### src/rtl/brpred_if.sv
// Fetch/execute side connection of the branch predictor: IF lookup, EX training feedback,
// flush redirect and statistics.
interface brpred_if;
   logic [31:0] pc_i;
   logic        pred_taken_o;
   logic [31:0] pred_target_o;
   logic        upd_valid_i;
   logic [31:0] upd_pc_i;
   logic        upd_taken_i;
   logic [31:0] upd_target_i;
   logic        upd_pred_taken_i;
   logic [31:0] upd_pred_target_i;
   logic        mispred_o;
   logic [31:0] redirect_pc_o;
   logic [31:0] br_cnt_o;
   logic [31:0] mispred_cnt_o;

   modport master (
      output pc_i, upd_valid_i, upd_pc_i, upd_taken_i, upd_target_i,
             upd_pred_taken_i, upd_pred_target_i,
      input  pred_taken_o, pred_target_o, mispred_o, redirect_pc_o,
             br_cnt_o, mispred_cnt_o
   );

   modport slave (
      input  pc_i, upd_valid_i, upd_pc_i, upd_taken_i, upd_target_i,
             upd_pred_taken_i, upd_pred_target_i,
      output pred_taken_o, pred_target_o, mispred_o, redirect_pc_o,
             br_cnt_o, mispred_cnt_o
   );
endinterface

### src/rtl/brpred_pipeline.sv
// Direct-mapped BTB with 2-bit saturating direction counters, trained from EX-stage
// outcomes, with mispredict detection and saturating statistics counters.
module brpred_pipeline #(
   parameter int ENTRIES = 16
) (
   input  logic clk_i,
   input  logic rst_i,
   brpred_if.slave bp
);
   localparam int IDX_W = $clog2(ENTRIES);
   localparam int TAG_W = 30 - IDX_W;

   logic             valid_q  [ENTRIES];
   logic [TAG_W-1:0] tag_q    [ENTRIES];
   logic [31:0]      target_q [ENTRIES];
   logic [1:0]       ctr_q    [ENTRIES];
   logic [31:0]      br_cnt_q;
   logic [31:0]      mispred_cnt_q;

   logic [IDX_W-1:0] look_idx;
   logic [TAG_W-1:0] look_tag;
   logic             look_hit;
   logic [IDX_W-1:0] upd_idx;
   logic [TAG_W-1:0] upd_tag;
   logic             upd_hit;
   logic             upd_accept;
   logic             mispred;
   logic [31:0]      redirect_pc;
   logic             unused_pc_bits;

   assign look_idx = bp.pc_i[IDX_W+1:2];
   assign look_tag = bp.pc_i[31:IDX_W+2];
   assign upd_idx  = bp.upd_pc_i[IDX_W+1:2];
   assign upd_tag  = bp.upd_pc_i[31:IDX_W+2];
   assign unused_pc_bits = ^{bp.pc_i[1:0], bp.upd_pc_i[1:0]};

   // Lookup reads registered state only, so a same-cycle update is seen one cycle later.
   assign look_hit         = valid_q[look_idx] && (tag_q[look_idx] == look_tag);
   assign bp.pred_taken_o  = look_hit && ctr_q[look_idx][1];
   assign bp.pred_target_o = bp.pred_taken_o ? target_q[look_idx] : bp.pc_i + 32'd4;

   assign upd_hit     = valid_q[upd_idx] && (tag_q[upd_idx] == upd_tag);
   assign upd_accept  = bp.upd_valid_i && !rst_i;
   assign redirect_pc = bp.upd_taken_i ? bp.upd_target_i : bp.upd_pc_i + 32'd4;
   assign mispred     = upd_accept &&
                        ((bp.upd_pred_taken_i != bp.upd_taken_i) ||
                         (bp.upd_pred_target_i != redirect_pc));

   assign bp.mispred_o     = mispred;
   assign bp.redirect_pc_o = redirect_pc;
   assign bp.br_cnt_o      = br_cnt_q;
   assign bp.mispred_cnt_o = mispred_cnt_q;

   always_ff @(posedge clk_i) begin
      if (rst_i) begin
         for (int i = 0; i < ENTRIES; i++) begin
            valid_q[i] <= 1'b0;
            ctr_q[i]   <= 2'b01;
         end
      end else if (upd_accept) begin
         if (upd_hit) begin
            if (bp.upd_taken_i) begin
               if (ctr_q[upd_idx] != 2'b11) ctr_q[upd_idx] <= ctr_q[upd_idx] + 2'd1;
               target_q[upd_idx] <= bp.upd_target_i;
            end else if (ctr_q[upd_idx] != 2'b00) begin
               ctr_q[upd_idx] <= ctr_q[upd_idx] - 2'd1;
            end
         end else if (bp.upd_taken_i) begin
            // A taken miss claims the slot outright, evicting any aliasing branch.
            valid_q[upd_idx]  <= 1'b1;
            tag_q[upd_idx]    <= upd_tag;
            target_q[upd_idx] <= bp.upd_target_i;
            ctr_q[upd_idx]    <= 2'b10;
         end
      end
   end

   always_ff @(posedge clk_i) begin
      if (rst_i) begin
         br_cnt_q      <= '0;
         mispred_cnt_q <= '0;
      end else begin
         if (upd_accept && br_cnt_q != 32'hFFFF_FFFF) br_cnt_q <= br_cnt_q + 32'd1;
         if (mispred && mispred_cnt_q != 32'hFFFF_FFFF) mispred_cnt_q <= mispred_cnt_q + 32'd1;
      end
   end
endmodule

### src/flat_wrapper.sv
// flat-port wrapper written by rule: the top's interface ports become plain ports
module brpred_pipeline_flat 
#(
   parameter int ENTRIES = 16
)
  (clk_i, rst_i, bp_pc_i, bp_upd_valid_i, bp_upd_pc_i, bp_upd_taken_i, bp_upd_target_i, bp_upd_pred_taken_i, bp_upd_pred_target_i, bp_pred_taken_o, bp_pred_target_o, bp_mispred_o, bp_redirect_pc_o, bp_br_cnt_o, bp_mispred_cnt_o);
  brpred_if bp_i ();
  input  logic clk_i;
  input  logic rst_i;
  input wire logic [$bits(bp_i.pc_i)-1:0] bp_pc_i;
  input wire logic [$bits(bp_i.upd_valid_i)-1:0] bp_upd_valid_i;
  input wire logic [$bits(bp_i.upd_pc_i)-1:0] bp_upd_pc_i;
  input wire logic [$bits(bp_i.upd_taken_i)-1:0] bp_upd_taken_i;
  input wire logic [$bits(bp_i.upd_target_i)-1:0] bp_upd_target_i;
  input wire logic [$bits(bp_i.upd_pred_taken_i)-1:0] bp_upd_pred_taken_i;
  input wire logic [$bits(bp_i.upd_pred_target_i)-1:0] bp_upd_pred_target_i;
  output wire logic [$bits(bp_i.pred_taken_o)-1:0] bp_pred_taken_o;
  output wire logic [$bits(bp_i.pred_target_o)-1:0] bp_pred_target_o;
  output wire logic [$bits(bp_i.mispred_o)-1:0] bp_mispred_o;
  output wire logic [$bits(bp_i.redirect_pc_o)-1:0] bp_redirect_pc_o;
  output wire logic [$bits(bp_i.br_cnt_o)-1:0] bp_br_cnt_o;
  output wire logic [$bits(bp_i.mispred_cnt_o)-1:0] bp_mispred_cnt_o;
  assign bp_i.pc_i = bp_pc_i;
  assign bp_i.upd_valid_i = bp_upd_valid_i;
  assign bp_i.upd_pc_i = bp_upd_pc_i;
  assign bp_i.upd_taken_i = bp_upd_taken_i;
  assign bp_i.upd_target_i = bp_upd_target_i;
  assign bp_i.upd_pred_taken_i = bp_upd_pred_taken_i;
  assign bp_i.upd_pred_target_i = bp_upd_pred_target_i;
  assign bp_pred_taken_o = bp_i.pred_taken_o;
  assign bp_pred_target_o = bp_i.pred_target_o;
  assign bp_mispred_o = bp_i.mispred_o;
  assign bp_redirect_pc_o = bp_i.redirect_pc_o;
  assign bp_br_cnt_o = bp_i.br_cnt_o;
  assign bp_mispred_cnt_o = bp_i.mispred_cnt_o;
  brpred_pipeline #(.ENTRIES(ENTRIES)) u_core (.clk_i(clk_i), .rst_i(rst_i), .bp(bp_i));
endmodule
### config.mk
export PLATFORM = sky130hd
export DESIGN_NAME = brpred_pipeline_flat
export DESIGN_NICKNAME = d
export VERILOG_FILES = /design/src/rtl/brpred_if.sv /design/src/rtl/brpred_pipeline.sv /design/src/flat_wrapper.sv
export SDC_FILE = /design/constraint.sdc
export NUM_CORES = 2
export LEC_CHECK = 0
export CORE_ASPECT_RATIO = 0.7
export CORE_MARGIN = 2
export CORE_UTILIZATION = 55
export CTS_BUF_LIST = sky130_fd_sc_hd__clkbuf_8 sky130_fd_sc_hd__clkbuf_16
export DETAILED_ROUTE_END_ITERATION = 10
export DONT_BUFFER_PORTS = 1
export PLACE_DENSITY = 0.66
export SYNTH_ARGS = -nofsm -noshare
export SYNTH_HDL_FRONTEND = slang
export SYNTH_SLANG_ARGS = --single-unit
### constraint.sdc
create_clock -name clk_i -period 8.9 [get_ports clk_i]
set_clock_uncertainty 0.1 [all_clocks]
set_input_delay 2.225 -clock clk_i [delete_from_list [all_inputs] [get_ports clk_i]]
set_output_delay 2.225 -clock clk_i [all_outputs]
set_load 0.01 [all_outputs]
==> out/qor.json <==
{
  "cts-hold-fix-buffers": 0,
  "fmax_mhz": 123,
  "cp_slowest_cell": "sky130_fd_sc_hd__and3_2",
  "ioPinCount": 263,
  "timing.setup.tns_ns": 0,
  "synthesis.area_um2": 47400,
  "cts_tree": "done",
  "asyncSetResetFlopFracSynth_pct": 0,
  "post-synth-top-area-fraction_pct": 60.8,
  "status": "finished, final reports clean",
  "port_buffers": 0,
  "synth_seq_area_share_pct": 64.2,
  "std_cell_rows": 90,
  "cts.repair_timing.setup_buffer_count": 0,
  "detail_route.first_pass.iterations": 6,
  "cts.clk_slew.worst_paths_ns": 0.07,
  "timing.slew.headroom_pct": 6.54,
  "cts.root.buffer_cell": "sky130_fd_sc_hd__clkbuf_16",
  "cp_common_cell": "sky130_fd_sc_hd__mux4_2",
  "initial_core_util_pct": 55.3,
  "critPathBufInv": 1,
  "drtAntennaViolNets": 0,
  "grt_pass1_wl_mm": 200,
  "leakagePower_nw": 16.4,
  "hold_viol": 0,
  "detail_route.wirelength_mm": 142,
  "grtUsageTotal_pct": 32.2,
  "drv_cap": 0,
  "gp_routability_congestion": 0.996,
  "clock_insertion_delay_worst_skew_ns": 0.68,
  "count_of_vias_placed_by_the_detailed_router": 27700,
  "first_global_vias": 27000,
  "post_detail_place_hpwl_mm": 87.5,
  "synth.cells.most_frequent": "sky130_fd_sc_hd__edfxtp_1, sky130_fd_sc_hd__mux4_2, sky130_fd_sc_hd__nand2_1",
  "criticalPathCategory": "in -> out",
  "violation_count_after_the_first_detailed_routing_iteration": 3726,
  "synthToLayoutAreaGrowth_pct": 9.55,
  "yosys.cell_count.top_type": "sky130_fd_sc_hd__edfxtp_1",
  "antenna_found_initial": 13,
  "layout_min_cycle_time_ns": 8.11,
  "most_frequently_used_flop_master_after_synthesis": "sky130_fd_sc_hd__edfxtp_1",
  "worst_pin_slew_ns": 1.39,
  "vdd.ir_drop.worst_v": 0.000156,
  "via_per_inst": 6.99,
  "detail_route.drc_violations": 0,
  "synth_area_leader_cell": "sky130_fd_sc_hd__edfxtp_1",
  "unrepaired_setup_endpoints_after_global_routing": "false",
  "setup.worst_path.end_class": "primary output",
  "final_layout_size_suffix_gt1_share_pct": 22.8,
  "period_share_pct": 91.1,
  "clock_sink_count": 1040,
  "critical_path_peak_fanout": 252,
  "chipWidth_um": 355,
  "synthCells": 2761,
  "finalSetupViolCount": 0,
  "grt_ovf": 0,
  "cts-root-to-sink-buffers": 3,
  "synth-edff-count": 960,
  "synth_cell_types": 79,
  "cellPowerDensity_nw_per_um2": 198,
  "min_path_type": "reg -> reg",
  "grt_start_max_net_pins": 253,
  "postSynthRegisterBits": 1040,
  "maximum_cell_stage_delay_along_the_critical_path_ns": 0.74,
  "startpoint_type": "input pin",
  "worst_path_arrival_ns": 5.79,
  "h-tree-depth": 3,
  "synth_warnings": 0,
  "route.detailed.wl_per_inst_um": 35.7,
  "floorplan.core_area_um2": 85700,
  "die_h_um": 250,
  "cts_made_buffers": 98,
  "cp.required_ns": 6.58,
  "syn_avg_cell_area_um2": 17.2,
  "synth_fp_nets": 2901,
  "most_area_consuming_cells_after_synthesis": "sky130_fd_sc_hd__edfxtp_1, sky130_fd_sc_hd__mux4_2, sky130_fd_sc_hd__dfxtp_1, sky130_fd_sc_hd__mux2i_1, sky130_fd_sc_hd__xnor2_1",
  "crit_path_max_delay_family": "simple AND/OR/NAND/NOR gates",
  "crit_chain": "mux4_2, mux4_2, xnor2_1, nand4_1, nor4_1, and3_2, buf_4, nand2_1, o21ai_0",
  "layout.nets": 2872,
  "post_cts.resized_instances": 0,
  "die_area_um2": 88500,
  "power.total_w": 0.0103,
  "timing.final.max_slew_violations": 0
}
==> metrics by stage <==
| stage | setup slack, ns | cells | area [um^2] | hold WS (ns) | utilization, % |
|---|---|---|---|---|---|
| 3_3_place_gp | 1.08 | 3782 | 48600 | 0.358 | 56.7 |
| 3_5_place_dp | 1.04 | 3782 | 48600 | 0.365 | 56.7 |
| 6_report | 0.788 | 3965 | 51900 | 0.385 | 60.6 |
| 2_1_floorplan | 1.24 | 2761 | 47400 | 0.343 | - |
| 5_1_grt | 0.661 | 3960 | 51900 | 0.397 | 60.6 |
| 4_1_cts | 1.04 | 3960 | 51900 | 0.380 | 60.6 |
==> per-layer routing <==
layer | wire length [um] | part of all wire, % | GRT usage, % | vias to the layer above
met2 | 60300 | 43 | 44.4 | 1880
met5 | 31 | 0.022 | 0 | -
met3 | 24500 | 17 | 16.4 | 179
met4 | 2240 | 1.6 | 6.27 | 4
met1 | 54600 | 39 | 46.3 | 14500
li1 | - | - | - | 11200
==> flip-flops by register name, summed over array words and instances, names as in the netlist <==
name / flops
u_core.valid_q: 16
u_core.bp.br_cnt_o: 32
u_core.tag_q: 416
u_core.ctr_q: 32
u_core.target_q: 512
u_core.bp.mispred_cnt_o: 32
==> final cells by class <==
type / count / area, um^2
Fill cell: 6208 / 33800
Clock inverter: 77 / 761
Timing Repair Buffer: 51 / 383
Tap cell: 1150 / 1440
Antenna cell: 5 / 12.5
Clock buffer: 101 / 2520
Multi-Input combinational cell: 1510 / 16200
Inverter: 31 / 116
Sequential cell: 1040 / 30400
==> worst register-to-register path: cells and delay by family, from the launching register on <==
family          cells  cell delay, ns
simple gates        3            2.30
compound gates      2            0.67
mux                 2            0.69
xor+xnor            1            0.42
flops               1            0.37
buf+inv             1            0.42
==> cell families (layout without fill, tap and decap cells) <==
family | after synthesis | in the layout | share of synthesized area (%)
DFF | 1040 | 1040 | 64.2
muxes | 480 | 480 | 20.3
xor gates and xnor gates | 171 | 171 | 3.25
other | 0 | 5 | 0
buffers and inverters | 211 | 260 | 2.00
AOI/OAI and AO/OA | 293 | 293 | 4.12
and+or+nand+nor | 559 | 559 | 5.96
adders and majority gates | 7 | 7 | 0.185
==> worst paths after layout <==
check / start / endpoint / slack [ns] / cells past startpoint
setup / recovery: bp_pc_i[2] / bp_pred_target_o[24] / 0.79 / 9
setup reg to reg: u_core.tag_q[15][5] / u_core.tag_q[4][24] / 3.62 / 9
hold / removal: u_core.valid_q[2] / u_core.valid_q[2] / 0.38 / 1
hold reg to reg: u_core.valid_q[2] / u_core.valid_q[2] / 0.38 / 1
==> report_power, final <==
group / switching [W] / internal [W]
registers: 0.0000161 / 0.00537
logic: 0.000295 / 0.000295
clock network: 0.00183 / 0.00248
==> cell usage in the layout (no fill, tap or decap), drive strengths merged, types with 9 or more instances in the layout <==
cell type,n
nor3,18
a21o,19
or3,28
xnor2,91
and2,13
dfxtp,80
clkinv,35
nor4,20
and3,24
nand3,81
a221oi,9
and4,10
or4,13
mux2,14
o21ai,93
a22o,10
a21oi,57
edfxtp,960
buf,51
mux4,382
bufinv,15
clkbuf,101
nand4,38
a41o,16
xor2,77
nand2,165
nor2b,13
inv,55
mux2i,84
a22oi,18
o31ai,9
nor2,116
Power figures use the tool's default switching activity.
